[src/rtl/seq_pkg.sv]
`default_nettype none
// ============================================================================
// Module   : seq_pkg
// Brief    : Shared types and helpers for the bit-serializer slice.
// Revision : 1.0 - initial release
// ============================================================================
package seq_pkg;

    typedef enum logic [0:0] {
        IDLE  = 1'b0,
        SHIFT = 1'b1
    } state_t;

    localparam int c_WIDTH_DEFAULT = 8;

    // ceil(log2(w)), never less than 1; the loop is bounded for w <= 32
    function automatic int cnt_width(input int w);
        int r;
        r = 1;
        for (int i = 1; i < 6; i++) begin
            if ((1 << i) < w) r = i + 1;
        end
        return r;
    endfunction

endpackage
`default_nettype wire

[src/rtl/seq_skid_buf.sv]
`default_nettype none
// ============================================================================
// Module   : seq_skid_buf
// Brief    : One-entry holding buffer for a word arriving mid-shift.
// Revision : 1.0 - initial release
// ============================================================================
module seq_skid_buf
    import seq_pkg::*;
#(
    parameter int WIDTH = c_WIDTH_DEFAULT
) (
    input  logic             clk,
    input  logic             rst,
    input  logic             wr_en,
    input  logic [WIDTH-1:0] wr_data,
    input  logic             rd_en,
    output logic             full,
    output logic [WIDTH-1:0] rd_data
);

    logic             r_full;
    logic [WIDTH-1:0] r_data;

    // A write is only offered while empty, so write and read never collide
    always_ff @(posedge clk or negedge rst) begin
        if (!rst) begin
            r_full <= 1'b0;
            r_data <= '0;
        end else begin
            if (wr_en) begin
                r_full <= 1'b1;
                r_data <= wr_data;
            end else if (rd_en) begin
                r_full <= 1'b0;
            end
        end
    end

    assign full    = r_full;
    assign rd_data = r_data;

endmodule
`default_nettype wire

[src/rtl/seq_bit_serializer.sv]
`default_nettype none
// ============================================================================
// Module   : seq_bit_serializer
// Brief    : MSB-first parallel-to-serial converter feeding a sequence
//            detector. Macro SEQ_SER_SKID_BUF_EN adds a one-word skid buffer
//            for gap-free back-to-back words.
// Revision : 1.0 - initial release
// ============================================================================
module seq_bit_serializer
    import seq_pkg::*;
#(
    parameter int WIDTH = c_WIDTH_DEFAULT
) (
    input  logic             clk,
    input  logic             rst,
    input  logic [WIDTH-1:0] din,
    input  logic             din_valid,
    output logic             din_ready,
    output logic             x,
    output logic             x_valid,
    output logic             busy,
    output logic             word_done
);

    localparam int              c_CW      = cnt_width(WIDTH);
    localparam logic [c_CW-1:0] c_CNT_MAX = c_CW'(WIDTH - 1);
    localparam logic [c_CW-1:0] c_CNT_ONE = c_CW'(1);

    state_t            r_state;
    logic [WIDTH-1:0]  r_shreg;
    logic [c_CW-1:0]   r_cnt;
    logic              r_x;
    logic              r_x_valid;
    logic              r_word_done;
    logic              r_busy;
    logic              r_up;

    logic              w_xfer;
    logic              w_last;
    logic              w_load;
    logic              w_next_shift;
    logic              w_next_buf_full;
    logic [WIDTH-1:0]  w_load_data;

    assign w_last = (r_state == SHIFT) && (r_cnt == '0);

`ifdef SEQ_SER_SKID_BUF_EN
    logic              w_buf_full;
    logic              w_buf_wr;
    logic              w_buf_rd;
    logic [WIDTH-1:0]  w_buf_data;

    assign din_ready       = r_up && !w_buf_full;
    assign w_xfer          = din_valid && din_ready;
    // Only a word arriving with bits still pending has to wait in the buffer
    assign w_buf_wr        = w_xfer && (r_state == SHIFT) && !w_last;
    assign w_buf_rd        = w_last && w_buf_full;
    assign w_load          = (w_xfer && !w_buf_wr) || w_buf_rd;
    assign w_load_data     = w_buf_rd ? w_buf_data : din;
    assign w_next_buf_full = (w_buf_full && !w_buf_rd) || w_buf_wr;

    seq_skid_buf #(
        .WIDTH   (WIDTH)
    ) u_skid_buf (
        .clk     (clk),
        .rst     (rst),
        .wr_en   (w_buf_wr),
        .wr_data (din),
        .rd_en   (w_buf_rd),
        .full    (w_buf_full),
        .rd_data (w_buf_data)
    );
`else
    assign din_ready       = r_up && (r_state == IDLE);
    assign w_xfer          = din_valid && din_ready;
    assign w_load          = w_xfer;
    assign w_load_data     = din;
    assign w_next_buf_full = 1'b0;
`endif

    assign w_next_shift = w_load || ((r_state == SHIFT) && (r_cnt != '0));

    // r_cnt counts bits still to follow the one currently on x
    always_ff @(posedge clk or negedge rst) begin
        if (!rst) begin
            r_state     <= IDLE;
            r_shreg     <= '0;
            r_cnt       <= '0;
            r_x         <= 1'b0;
            r_x_valid   <= 1'b0;
            r_word_done <= 1'b0;
            r_busy      <= 1'b0;
            r_up        <= 1'b0;
        end else begin
            r_up   <= 1'b1;
            r_busy <= w_next_shift || w_next_buf_full;
            if (w_load) begin
                r_state     <= SHIFT;
                r_x         <= w_load_data[WIDTH-1];
                r_x_valid   <= 1'b1;
                r_shreg     <= {w_load_data[WIDTH-2:0], 1'b0};
                r_cnt       <= c_CNT_MAX;
                r_word_done <= 1'b0;
            end else if ((r_state == SHIFT) && (r_cnt != '0)) begin
                r_x         <= r_shreg[WIDTH-1];
                r_shreg     <= {r_shreg[WIDTH-2:0], 1'b0};
                r_cnt       <= r_cnt - c_CNT_ONE;
                r_word_done <= (r_cnt == c_CNT_ONE);
            end else begin
                r_state     <= IDLE;
                r_x         <= 1'b0;
                r_x_valid   <= 1'b0;
                r_word_done <= 1'b0;
            end
        end
    end

    assign x         = r_x;
    assign x_valid   = r_x_valid;
    assign busy      = r_busy;
    assign word_done = r_word_done;

endmodule
`default_nettype wire

[config.mk]
export PLATFORM = sky130hd
export DESIGN_NAME = seq_bit_serializer
export DESIGN_NICKNAME = d
export VERILOG_FILES = /design/src/rtl/seq_pkg.sv /design/src/rtl/seq_skid_buf.sv /design/src/rtl/seq_bit_serializer.sv
export SDC_FILE = /design/constraint.sdc
export NUM_CORES = 1
export LEC_CHECK = 0
export BUFFER_PORTS_ARGS = -buffer_cell sky130_fd_sc_hd__buf_2
export CAP_MARGIN = 20
export CORE_MARGIN = 4
export CORE_UTILIZATION = 49
export CTS_CLUSTER_DIAMETER = 120
export DETAILED_ROUTE_END_ITERATION = 10
export PLACE_DENSITY = 0.74
export SLEW_MARGIN = 20
export SYNTH_ARGS = -nofsm -noshare
export SYNTH_HDL_FRONTEND = slang
export SYNTH_SLANG_ARGS = --single-unit
[constraint.sdc]
create_clock -name clk -period 1.5 [get_ports clk]
set_input_delay 0.075 -clock clk [delete_from_list [all_inputs] [get_ports clk]]
set_output_delay 0.075 -clock clk [all_outputs]
set_load 0.05 [all_outputs]
==> metrics.csv <==
metric,value,unit
critical-path-max-stage-delay,0.35,ns
p_leak,0.000447,uW
crit_chain,"inv_1, ha_1, nand2b_4, a21oi_2, buf_4, a221o_2",
cts_setup_buffers,0,
fin_crit_sh,0.942,
setup_viol,0,
synth_cells,50,
ys_warn_count,0,
final_max_slew_viol_count,0,
max_cap_violations,0,
cts_buffers,3,
ys_types,20,
drc,0,
worstSkewPairLatency,0.27,ns
gp_congestion,0.747,
crit_buf_inv,2,
whs_path_depth,2,
ys_seq_elements,15,
p_per_area,2110,nW/um^2
timing.critical_path.to_type,register,
finalClockSkew,0.00219,ns
coreArea,1190,sq um
pre_cts_slack,-0.00259,ns
drive_gt1_frac,0.411,
row_count,12,
ir_drop,1.08,mV
r2r_setup_slack,0.09,ns
seq_area,377,sq um
n_antenna_cell,0,
rsz0062_at_grt,no,
grt_max_degree,16,
post_drt_wl_per_cell,14.9,um
min-delay-start,din[3],
critPathRequiredTime,1.66,ns
syn_area_per_cell,13.1,sq um
start_kind,register,
cts_tree,done,
synth_seq_area_share,0.575,
port_buffers,15,
fin_hold_ws,0.0302,ns
hold_end,r_shreg[4]$_DFFE_PN0P_,
fill_cells,91,
nNetsFinal,88,
critPathSlowestCell,dfrtp_1,
grtUsageTotal,0.149,
hpwl,901,um
arrival,1.58,ns
root_buffer,clkbuf_4,
first_iter_violations,19,
grt-ovfl-total,0,
layout_min_cycle_time,1.41,ns
reg2reg_to,r_shreg[4]$_DFFE_PN0P_,
final_common_cell,buf_2,
reg2reg_depth,6,
vias,489,
first_pass_iters,4,
clk_pin_slew_worst_paths,0.08,ns
worstReg2RegStart,r_cnt[0]$_DFFE_PN0P_,
wirelength,1290,um
multi_input_area,246,sq um
syn_to_final_growth,24.3,%
cts.path.max_buffers,2,
grt_pass1_wl,2120,um
final_cell_mix,"15 x buf_2, 14 x dfrtp_1, 6 x and3_1, 6 x buf_4, 5 x a221o_1",
grt_pass1_vias,475,
h-tree-depth,1,
die_w,44.5,um
netlist_area,653,sq um
outcome,"complete, no violations",
die_area,1980,sq um
initial_core_util,0.551,
ant_nets,0,
hold_violations,0,
synth_nets,64,
clkSinkCount,15,
hold_class,input port to register,
io_pins,16,
cpLargestDelayFamily,compound AO/OA/AOI/OAI gates,
antenna_found_initial,0,
layout_setup_ws,0.0866,ns
critical_path_class,register to register,
max_freq,0.708,GHz
viasPerCell,5.62,
critPathMaxFanout,9,
finalSetupTns,0,ns
die_height,44.5,um
## routing by layer
| metal | global-route usage | routed length [um] |
|---|---|---|
| met1 | 0.175 | 565 |
| met2 | 0.249 | 633 |
| met3 | 0.0528 | 87 |
| met4 | 0.0542 | 8 |
| met5 | 0 | 0 |
## registers in the layout, indices dropped and copies added (netlist names)
register / flops
busy: 1
r_cnt: 3
r_shreg: 7
r_up: 1
word_done: 1
x: 1
x_valid: 1
## synthesized netlist by cell type
| master | count | area [sq um] |
|---|---|---|
| a21oi_2 | 1 | 8.76 |
| a221o_1 | 5 | 50.1 |
| a221o_2 | 1 | 11.3 |
| a22o_1 | 1 | 8.76 |
| a22o_2 | 1 | 10.0 |
| a22oi_1 | 1 | 7.51 |
| a311oi_1 | 1 | 8.76 |
| a31oi_1 | 1 | 6.26 |
| and2_1 | 1 | 6.26 |
| and3_1 | 6 | 37.5 |
| and3b_1 | 2 | 17.5 |
| buf_6 | 2 | 22.5 |
| clkbuf_1 | 1 | 3.75 |
| conb_1 | 1 | 3.75 |
| dfrtp_1 | 15 | 375 |
| ha_1 | 3 | 37.5 |
| inv_1 | 4 | 15.0 |
| mux2i_1 | 1 | 10.0 |
| nand2b_1 | 1 | 6.26 |
| nor2b_1 | 1 | 6.26 |
## where the power goes
part / switching [uW] / internal, uW
Clock: 117 / 103
Combinational: 490 / 360
Sequential: 75.6 / 564
## timing repair
item                       4_1_cts  5_1_grt
hold endpoints to repair        15        0
gates resized for setup          1        0
setup endpoints to repair        1        0
hold buffers                     1        0
## how the worst max path moves through the flow
stage	startpoint	end	slack, ns	depth (start not counted)
after global routing	r_cnt[0]$_DFFE_PN0P_	r_shreg[2]$_DFFE_PN0P_	0.02	6
final	r_cnt[0]$_DFFE_PN0P_	r_shreg[4]$_DFFE_PN0P_	0.09	6
after detailed placement	r_cnt[0]$_DFFE_PN0P_	r_shreg[4]$_DFFE_PN0P_	-0.003	6
after global placement	r_cnt[0]$_DFFE_PN0P_	r_shreg[4]$_DFFE_PN0P_	0.04	6
after floorplan	x_valid$_DFFE_PN0P_	r_shreg[7]$_DFFE_PN0P_	0.03	5
after CTS	r_cnt[0]$_DFFE_PN0P_	r_shreg[4]$_DFFE_PN0P_	0.09	6
## metrics by stage
stage / std cells / power [uW] / utilization / cell area, sq um
6_report: 87 / 1710 / 0.685 / 812
4_1_cts: 87 / 1720 / 0.685 / 812
2_1_floorplan: 50 / 1230 / - / 657
3_5_place_dp: 82 / 1460 / 0.648 / 768
5_1_grt: 87 / 1830 / 0.685 / 812
3_3_place_gp: 82 / 1440 / 0.648 / 768
## area by class of cell
class                      count  area share
inverter                       4      0.0185
tap                           14      0.0216
clock buffer                   4      0.0324
timing repair buffer          22       0.160
sequential                    15       0.464
multi-input combinational     28       0.304
## cells by family after synthesis
family / Yosys count / synth area share
AO/OA/AOI/OAI: 12 / 0.171
adder cells (fa/ha/maj): 3 / 0.0575
buffers and inverters: 7 / 0.0632
flip-flops: 15 / 0.575
multiplexers: 1 / 0.0153
other: 1 / 0.00574
AND/OR/NAND/NOR: 11 / 0.113
Note: power is estimated with default switching activity, not from simulation.
